==> src/rtl/t09_pkg.sv <==
// Shared types and playfield defaults for the collision scanner.
package t09_pkg;

  localparam int unsigned GridWDefault = 32;
  localparam int unsigned GridHDefault = 24;

  typedef enum logic [1:0] {
    IDLE,
    CHECK,
    SCAN,
    FINISH
  } state_e;

endpackage

==> src/rtl/t09_collision_scan_if.sv <==
// Body-segment memory read port: scanner issues index, memory returns cell one cycle later.
interface t09_collision_scan_if #(
  parameter int unsigned IDX_W = 6,
  parameter int unsigned X_W   = 5,
  parameter int unsigned Y_W   = 5
);

  logic             body_rd_en;
  logic [IDX_W-1:0] body_rd_idx;
  logic [X_W-1:0]   body_x;
  logic [Y_W-1:0]   body_y;

  modport master (
    output body_rd_en,
    output body_rd_idx,
    input  body_x,
    input  body_y
  );

  modport slave (
    input  body_rd_en,
    input  body_rd_idx,
    output body_x,
    output body_y
  );

endinterface

==> src/rtl/t09_collision_scan.sv <==
// Snake head collision checker: wall test, then a pipelined scan of the body memory,
// reporting apple/body/wall outcome, a sticky game-over flag and a saturating score.
module t09_collision_scan
  import t09_pkg::*;
#(
  parameter int unsigned GRID_W  = GridWDefault,
  parameter int unsigned GRID_H  = GridHDefault,
  parameter int unsigned MAX_LEN = 64,
  parameter int unsigned SCORE_W = 8,
  localparam int unsigned LEN_W  = $clog2(MAX_LEN + 1),
  localparam int unsigned IDX_W  = $clog2(MAX_LEN),
  localparam int unsigned X_W    = $clog2(GRID_W),
  localparam int unsigned Y_W    = $clog2(GRID_H)
) (
  input  logic               clk,
  input  logic               rst,
  input  logic               start,
  input  logic [X_W:0]       head_x,
  input  logic [Y_W:0]       head_y,
  input  logic [X_W-1:0]     apple_x,
  input  logic [Y_W-1:0]     apple_y,
  input  logic [LEN_W-1:0]   snake_len,
  input  logic               wrap_mode,
  t09_collision_scan_if.master body,
  output logic               busy,
  output logic               done,
  output logic               good_coll,
  output logic               bad_coll,
  output logic [IDX_W-1:0]   hit_idx,
  output logic               game_over,
  output logic [SCORE_W-1:0] apple_cnt
);

  state_e             state_q, state_d;
  logic [X_W:0]       hx_q, hx_d;
  logic [Y_W:0]       hy_q, hy_d;
  logic [X_W-1:0]     ax_q, ax_d;
  logic [Y_W-1:0]     ay_q, ay_d;
  logic [LEN_W-1:0]   len_q, len_d;
  logic               wrap_q, wrap_d;
  logic [LEN_W-1:0]   rd_cnt_q, rd_cnt_d;
  logic               cmp_valid_q, cmp_valid_d;
  logic [IDX_W-1:0]   cmp_idx_q, cmp_idx_d;
  logic               good_q, good_d;
  logic               bad_q, bad_d;
  logic [IDX_W-1:0]   hit_q, hit_d;
  logic               over_q, over_d;
  logic [SCORE_W-1:0] cnt_q, cnt_d;

  logic rd_go;
  logic wall_hit;
  logic apple_match;
  logic body_match;
  logic fin;
  logic fin_bad;

  // Head carries one extra bit, so an off-grid head can never equal an on-grid cell.
  assign wall_hit    = !wrap_q && ((32'(hx_q) >= GRID_W) || (32'(hy_q) >= GRID_H));
  assign apple_match = (hx_q == {1'b0, ax_q}) && (hy_q == {1'b0, ay_q});
  assign body_match  = (hx_q == {1'b0, body.body_x}) && (hy_q == {1'b0, body.body_y});
  assign rd_go       = (state_q == SCAN) && (rd_cnt_q < len_q);

  always_ff @(posedge clk) begin
    if (rst) begin
      state_q     <= IDLE;
      hx_q        <= '0;
      hy_q        <= '0;
      ax_q        <= '0;
      ay_q        <= '0;
      len_q       <= '0;
      wrap_q      <= 1'b0;
      rd_cnt_q    <= '0;
      cmp_valid_q <= 1'b0;
      cmp_idx_q   <= '0;
      good_q      <= 1'b0;
      bad_q       <= 1'b0;
      hit_q       <= '0;
      over_q      <= 1'b0;
      cnt_q       <= '0;
    end else begin
      state_q     <= state_d;
      hx_q        <= hx_d;
      hy_q        <= hy_d;
      ax_q        <= ax_d;
      ay_q        <= ay_d;
      len_q       <= len_d;
      wrap_q      <= wrap_d;
      rd_cnt_q    <= rd_cnt_d;
      cmp_valid_q <= cmp_valid_d;
      cmp_idx_q   <= cmp_idx_d;
      good_q      <= good_d;
      bad_q       <= bad_d;
      hit_q       <= hit_d;
      over_q      <= over_d;
      cnt_q       <= cnt_d;
    end
  end

  always_comb begin
    state_d     = state_q;
    hx_d        = hx_q;
    hy_d        = hy_q;
    ax_d        = ax_q;
    ay_d        = ay_q;
    len_d       = len_q;
    wrap_d      = wrap_q;
    rd_cnt_d    = rd_cnt_q;
    cmp_valid_d = 1'b0;
    cmp_idx_d   = cmp_idx_q;
    good_d      = good_q;
    bad_d       = bad_q;
    hit_d       = hit_q;
    over_d      = over_q;
    cnt_d       = cnt_q;
    fin         = 1'b0;
    fin_bad     = 1'b0;

    unique case (state_q)
      IDLE: begin
        if (start && !over_q) begin
          state_d = CHECK;
          hx_d    = head_x;
          hy_d    = head_y;
          ax_d    = apple_x;
          ay_d    = apple_y;
          len_d   = snake_len;
          wrap_d  = wrap_mode;
          good_d  = 1'b0;
          bad_d   = 1'b0;
          hit_d   = '0;
        end
      end
      CHECK: begin
        rd_cnt_d = '0;
        if (wall_hit || (len_q == '0)) begin
          state_d = FINISH;
          fin     = 1'b1;
          fin_bad = wall_hit;
        end else begin
          state_d = SCAN;
        end
      end
      SCAN: begin
        // Read for index n is issued while the data of index n-1 is being compared.
        if (rd_go) rd_cnt_d = rd_cnt_q + LEN_W'(1);
        cmp_valid_d = rd_go;
        cmp_idx_d   = rd_cnt_q[IDX_W-1:0];
        if (cmp_valid_q && body_match) begin
          state_d = FINISH;
          fin     = 1'b1;
          fin_bad = 1'b1;
          hit_d   = cmp_idx_q;
        end else if (cmp_valid_q && (rd_cnt_q == len_q)) begin
          state_d = FINISH;
          fin     = 1'b1;
        end
      end
      FINISH: begin
        state_d = IDLE;
      end
      default: begin
        state_d = IDLE;
      end
    endcase

    if (fin) begin
      bad_d  = fin_bad;
      good_d = !fin_bad && apple_match;
      over_d = over_q | fin_bad;
      if (good_d && (cnt_q != '1)) cnt_d = cnt_q + SCORE_W'(1);
    end
  end

  always_comb begin
    busy             = (state_q != IDLE);
    done             = (state_q == FINISH);
    body.body_rd_en  = rd_go;
    body.body_rd_idx = rd_go ? rd_cnt_q[IDX_W-1:0] : '0;
  end

  assign good_coll = good_q;
  assign bad_coll  = bad_q;
  assign hit_idx   = hit_q;
  assign game_over = over_q;
  assign apple_cnt = cnt_q;

endmodule

==> src/flat_wrapper.sv <==
// flat-port wrapper written by rule: the top's interface ports become plain ports
module t09_collision_scan_flat import t09_pkg::*;
#(
  parameter int unsigned GRID_W  = GridWDefault,
  parameter int unsigned GRID_H  = GridHDefault,
  parameter int unsigned MAX_LEN = 64,
  parameter int unsigned SCORE_W = 8,
  localparam int unsigned LEN_W  = $clog2(MAX_LEN + 1),
  localparam int unsigned IDX_W  = $clog2(MAX_LEN),
  localparam int unsigned X_W    = $clog2(GRID_W),
  localparam int unsigned Y_W    = $clog2(GRID_H)
)
  (clk, rst, start, head_x, head_y, apple_x, apple_y, snake_len, wrap_mode, busy, done, good_coll, bad_coll, hit_idx, game_over, apple_cnt, body_body_rd_en, body_body_rd_idx, body_body_x, body_body_y);
  t09_collision_scan_if #(.IDX_W(6), .X_W(5), .Y_W(5)) body_i ();
  input  logic clk;
  input  logic rst;
  input  logic start;
  input  logic [X_W:0] head_x;
  input  logic [Y_W:0] head_y;
  input  logic [X_W-1:0] apple_x;
  input  logic [Y_W-1:0] apple_y;
  input  logic [LEN_W-1:0] snake_len;
  input  logic wrap_mode;
  output logic busy;
  output logic done;
  output logic good_coll;
  output logic bad_coll;
  output logic [IDX_W-1:0] hit_idx;
  output logic game_over;
  output logic [SCORE_W-1:0] apple_cnt;
  output wire logic [$bits(body_i.body_rd_en)-1:0] body_body_rd_en;
  output wire logic [$bits(body_i.body_rd_idx)-1:0] body_body_rd_idx;
  input wire logic [$bits(body_i.body_x)-1:0] body_body_x;
  input wire logic [$bits(body_i.body_y)-1:0] body_body_y;
  assign body_body_rd_en = body_i.body_rd_en;
  assign body_body_rd_idx = body_i.body_rd_idx;
  assign body_i.body_x = body_body_x;
  assign body_i.body_y = body_body_y;
  t09_collision_scan #(.GRID_W(GRID_W), .GRID_H(GRID_H), .MAX_LEN(MAX_LEN), .SCORE_W(SCORE_W)) u_core (.clk(clk), .rst(rst), .start(start), .head_x(head_x), .head_y(head_y), .apple_x(apple_x), .apple_y(apple_y), .snake_len(snake_len), .wrap_mode(wrap_mode), .body(body_i), .busy(busy), .done(done), .good_coll(good_coll), .bad_coll(bad_coll), .hit_idx(hit_idx), .game_over(game_over), .apple_cnt(apple_cnt));
endmodule
==> config.mk <==
export PLATFORM = sky130hd
export DESIGN_NAME = t09_collision_scan_flat
export DESIGN_NICKNAME = d
export VERILOG_FILES = /design/src/rtl/t09_pkg.sv /design/src/rtl/t09_collision_scan_if.sv /design/src/rtl/t09_collision_scan.sv /design/src/flat_wrapper.sv
export SDC_FILE = /design/constraint.sdc
export NUM_CORES = 1
export LEC_CHECK = 0
export CAP_MARGIN = 20
export CORE_AREA = 2 2 105 107
export DETAILED_ROUTE_END_ITERATION = 8
export DIE_AREA = 0 0 107 109
export PLACE_DENSITY = 0.52
export SLEW_MARGIN = 20
export SYNTH_ARGS = -nofsm -noshare
export SYNTH_HDL_FRONTEND = slang
export SYNTH_SLANG_ARGS = --single-unit
==> constraint.sdc <==
create_clock -name clk -period 4.3 [get_ports clk]
set_input_delay 0.43 -clock clk [delete_from_list [all_inputs] [get_ports clk]]
set_output_delay 0.43 -clock clk [all_outputs]
set_load 0.03 [all_outputs]
==> metrics <==
CP Launch Type=flop; TritonCTS buffer count=9; Synth area leaders=dfxtp_1 41%, nand2_1 8.9%, a21oi_1 7.1%, ha_1 5.3%, xnor2_1 3.4%; Area Overhead vs Synth=32.5%; largest buffer count on any clock path=2; fillers=1116; FMAX=0.285 GHz; Cell Area, Synth=0.00308 mm^2; first-pass GRT wire length=13000 um; vias in the first global route=2808; fin util=38.5%; Logic pwr share=33.9%; CP endpoint kind=primary output; critical path's largest stage delay=0.66 ns; DR DRC count=0; Pwr Density=458 mW/mm^2; dpl ws=1.20 ns; Clock Latency Late Sink=0.34 ns; Post-Layout Cell Count=580; Least-Margin Pin Slew=0.869 ns; Resize count post-CTS=0; core footprint=0.0106 mm^2; Internal Power=1.19 mW; maximum VDD drop=0.161 mV; Reg power frac=38.0%; row cnt=38; switching power summed over all nets=0.683 mW; final worst slack=0.792 ns; total gr overflow=0; hold_sp=u_core.cmp_idx_q[1]$_SDFFE_PP0P_; effective utilization at floorplan=29.1%; Req. time, crit path=3.87 ns; Post-CTS Setup Inserts=0; Final Hold Fails=0; Tot GR Track Use=14.2%; vias=2758; Final Power=1.87 mW; Worst Path Max Fanout=12; CTS H-tree lvls=3; worst r2r src=u_core.state_q[1]$_SDFFE_PP0P_; Synth Net Count=429; Worst Hold Class=flop to flop; P_leak=1.51 nW; Avg Vias per Cell=4.76; largest net degree at the start of global routing=52; register area=0.00126 mm^2; Max Cap Viol=0; routability cong.=0.809; final instance area=0.00408 mm^2; kind of critical path=flop to primary output; status=complete, no violations; FF-to-FF path depth=8; die area=0.0117 mm^2; setup violators final=0; RSZ-0062 raised after global routing=no; layout cells sized above 1=6.14%; period utilization=81.6%; number of synthesized register bits=63; Synth Warn #=0; Yosys top cell area share=40.9%; Mapped Cells=373; share of the yosys chip area belonging to registers=40.9%; PortBufs=68; crit path from=u_core.rd_cnt_q[4]$_SDFFE_PP0P_; clock sinks=63; placed cell count=565; final hold slack=0.462 ns; relative slew slack=41.5%; WL final=7850 um; DP Area=0.00389 mm^2; CTS Hold Bufs=0; Pins Over Slew Limit=0; initial drt markers=81; critical path arrival=3.08 ns; Clk pin slew, worst setup/hold paths=0.07 ns; CTS tree=done; initial antenna violation count=0; Final ANT Viol Nets=0; Worst path slowest cell=clkdlybuf4s50_1; Top-Level Pins=69; Mapped Avg Cell Area=8.26 um^2; Nets=492; WL/cell=13.5 um; Clock Root Buffer=clkbuf_8; DR pass1 iterations=4; chip width=107 um; Setup TNS=0 ns; dpl hpwl=5750 um; clock share of power=28.1%; CP Cell Sequence=ha_1 -> a21o_1 -> a21oi_1 -> nor2b_1 -> or3_1 -> inv_1 -> and2_1 -> clkdlybuf4s50_1; Yosys cell types=44; Multi-input gate area=0.00168 mm^2; die height=109 um; Clock Skew=0.00861 ns; Hold Path Cell Cnt=2; crit path time final=3.51 ns; Diodes inserted=0; switch share=36.5%; post-synth top area cell=dfxtp_1
==> sequential cells by signal, summed over array words and instances (netlist names) <==
name,flops
u_core.hy_q,6
u_core.len_q,7
u_core.state_q,2
u_core.bad_coll,1
u_core.ax_q,5
u_core.apple_cnt,8
u_core.cmp_valid_q,1
u_core.hx_q,6
u_core.cmp_idx_q,6
u_core.rd_cnt_q,7
u_core.wrap_q,1
u_core.hit_idx,6
u_core.good_coll,1
u_core.game_over,1
u_core.ay_q,5
==> cells in the final DEF, fill, tap and decap left out, types with 5 or more instances in the layout <==
cell type        Yosys  layout
inv_1               17      17
xor2_1              10      10
dfxtp_1             63      63
nor4_1               6       6
and2_1               6       6
nand3_1              7       7
mux2i_1              7       7
nand3b_1             6       6
nand2_1             73      73
nor3_1               7       7
nand4_1              8       8
clkbuf_8             0      11
o31ai_1              6       6
xnor2_1             12      12
clkdlybuf4s50_1      0      67
ha_1                13      13
a21oi_1             44      44
nor2_1              21      21
o21ai_0              5       5
==> worst max-delay path: cells and delay by family (launching register included) <==
kind	cells	cell delay, ns
fa+ha+maj	1	0.29
simple gates	3	0.73
buf+inv	2	0.98
flops	1	0.43
compound gates	2	0.30
==> routing by layer <==
layer	routed length, um	share of wire, %	vias to the layer above	global-route usage [%]
met2	3510	45	67	22.4
met4	172	2.2	0	6.49
met5	0	0	-	0
li1	-	-	1407	-
met3	357	4.6	20	3.47
met1	3810	49	1264	18.5
==> path summary, 6_finish.rpt <==
path                                                          to  slack [ns]
worst min register to register    u_core.hit_idx[1]$_SDFFE_PP0P_        0.46
worst max-delay path                         body_body_rd_idx[4]        0.79
worst min-delay path              u_core.hit_idx[1]$_SDFFE_PP0P_        0.46
worst max register to register  u_core.apple_cnt[4]$_SDFFE_PP0P_        1.55
==> cells by family (layout without fill, tap and decap cells) <==
family	count (synthesis)	count (layout)	share of synthesized area, %
AO/OA/AOI/OAI	73	73	15.1
XOR/XNOR	22	22	6.25
adder cells (fa/ha/maj)	13	13	5.28
buffers and inverters	37	104	4.55
flip-flops	63	63	40.9
multiplexers	9	9	3.00
AND/OR/NAND/NOR	156	156	24.9
==> power by group through the flow <==
stage          Clock [mW]  Sequential (mW)  Combinational [mW]
2_1_floorplan           0            0.712               0.455
3_3_place_gp            0            0.723               0.625
3_5_place_dp            0            0.726               0.639
4_1_cts             0.537            0.712               0.640
5_1_grt             0.565            0.720               0.711
6_report            0.526            0.711               0.634
==> layout make-up <==
type / instances / area share, %
Tap cell: 140 / 4.29
Inverter: 17 / 1.56
Multi-Input combinational cell: 273 / 41.1
Clock inverter: 3 / 1.04
Timing Repair Buffer: 72 / 17.3
Clock buffer: 12 / 3.80
Sequential cell: 63 / 30.9
==> cell usage after synthesis <==
cell type and number:
a41oi_1 1, nand3b_1 6, and4b_1 2, nor2_1 21
or3_1 4, and4_1 1, buf_1 4, dfxtp_1 63
or4b_4 1, clkbuf_1 15, buf_2 1, ha_1 13
and3_1 3, nand2_1 73, o211a_1 1, nor2b_1 4
a211oi_1 2, mux2i_1 7, a41o_1 1, a21o_1 2
xor2_1 10, a2111o_1 1, a21oi_1 44, o21ai_0 5
nand4_1 8, nor4_1 6, and2_1 6, mux2_1 2
nor3b_1 2, inv_1 17, a2111oi_0 1, o31ai_1 6
xnor2_1 12, nor4_4 1, nand2b_1 3, nand3_1 7
nor3_1 7, o32ai_4 1, o21ba_2 1, or4_1 1
o21ai_2 1, o41ai_1 2, a31oi_1 1, a31o_2 3
Power figures use the tool's default switching activity.
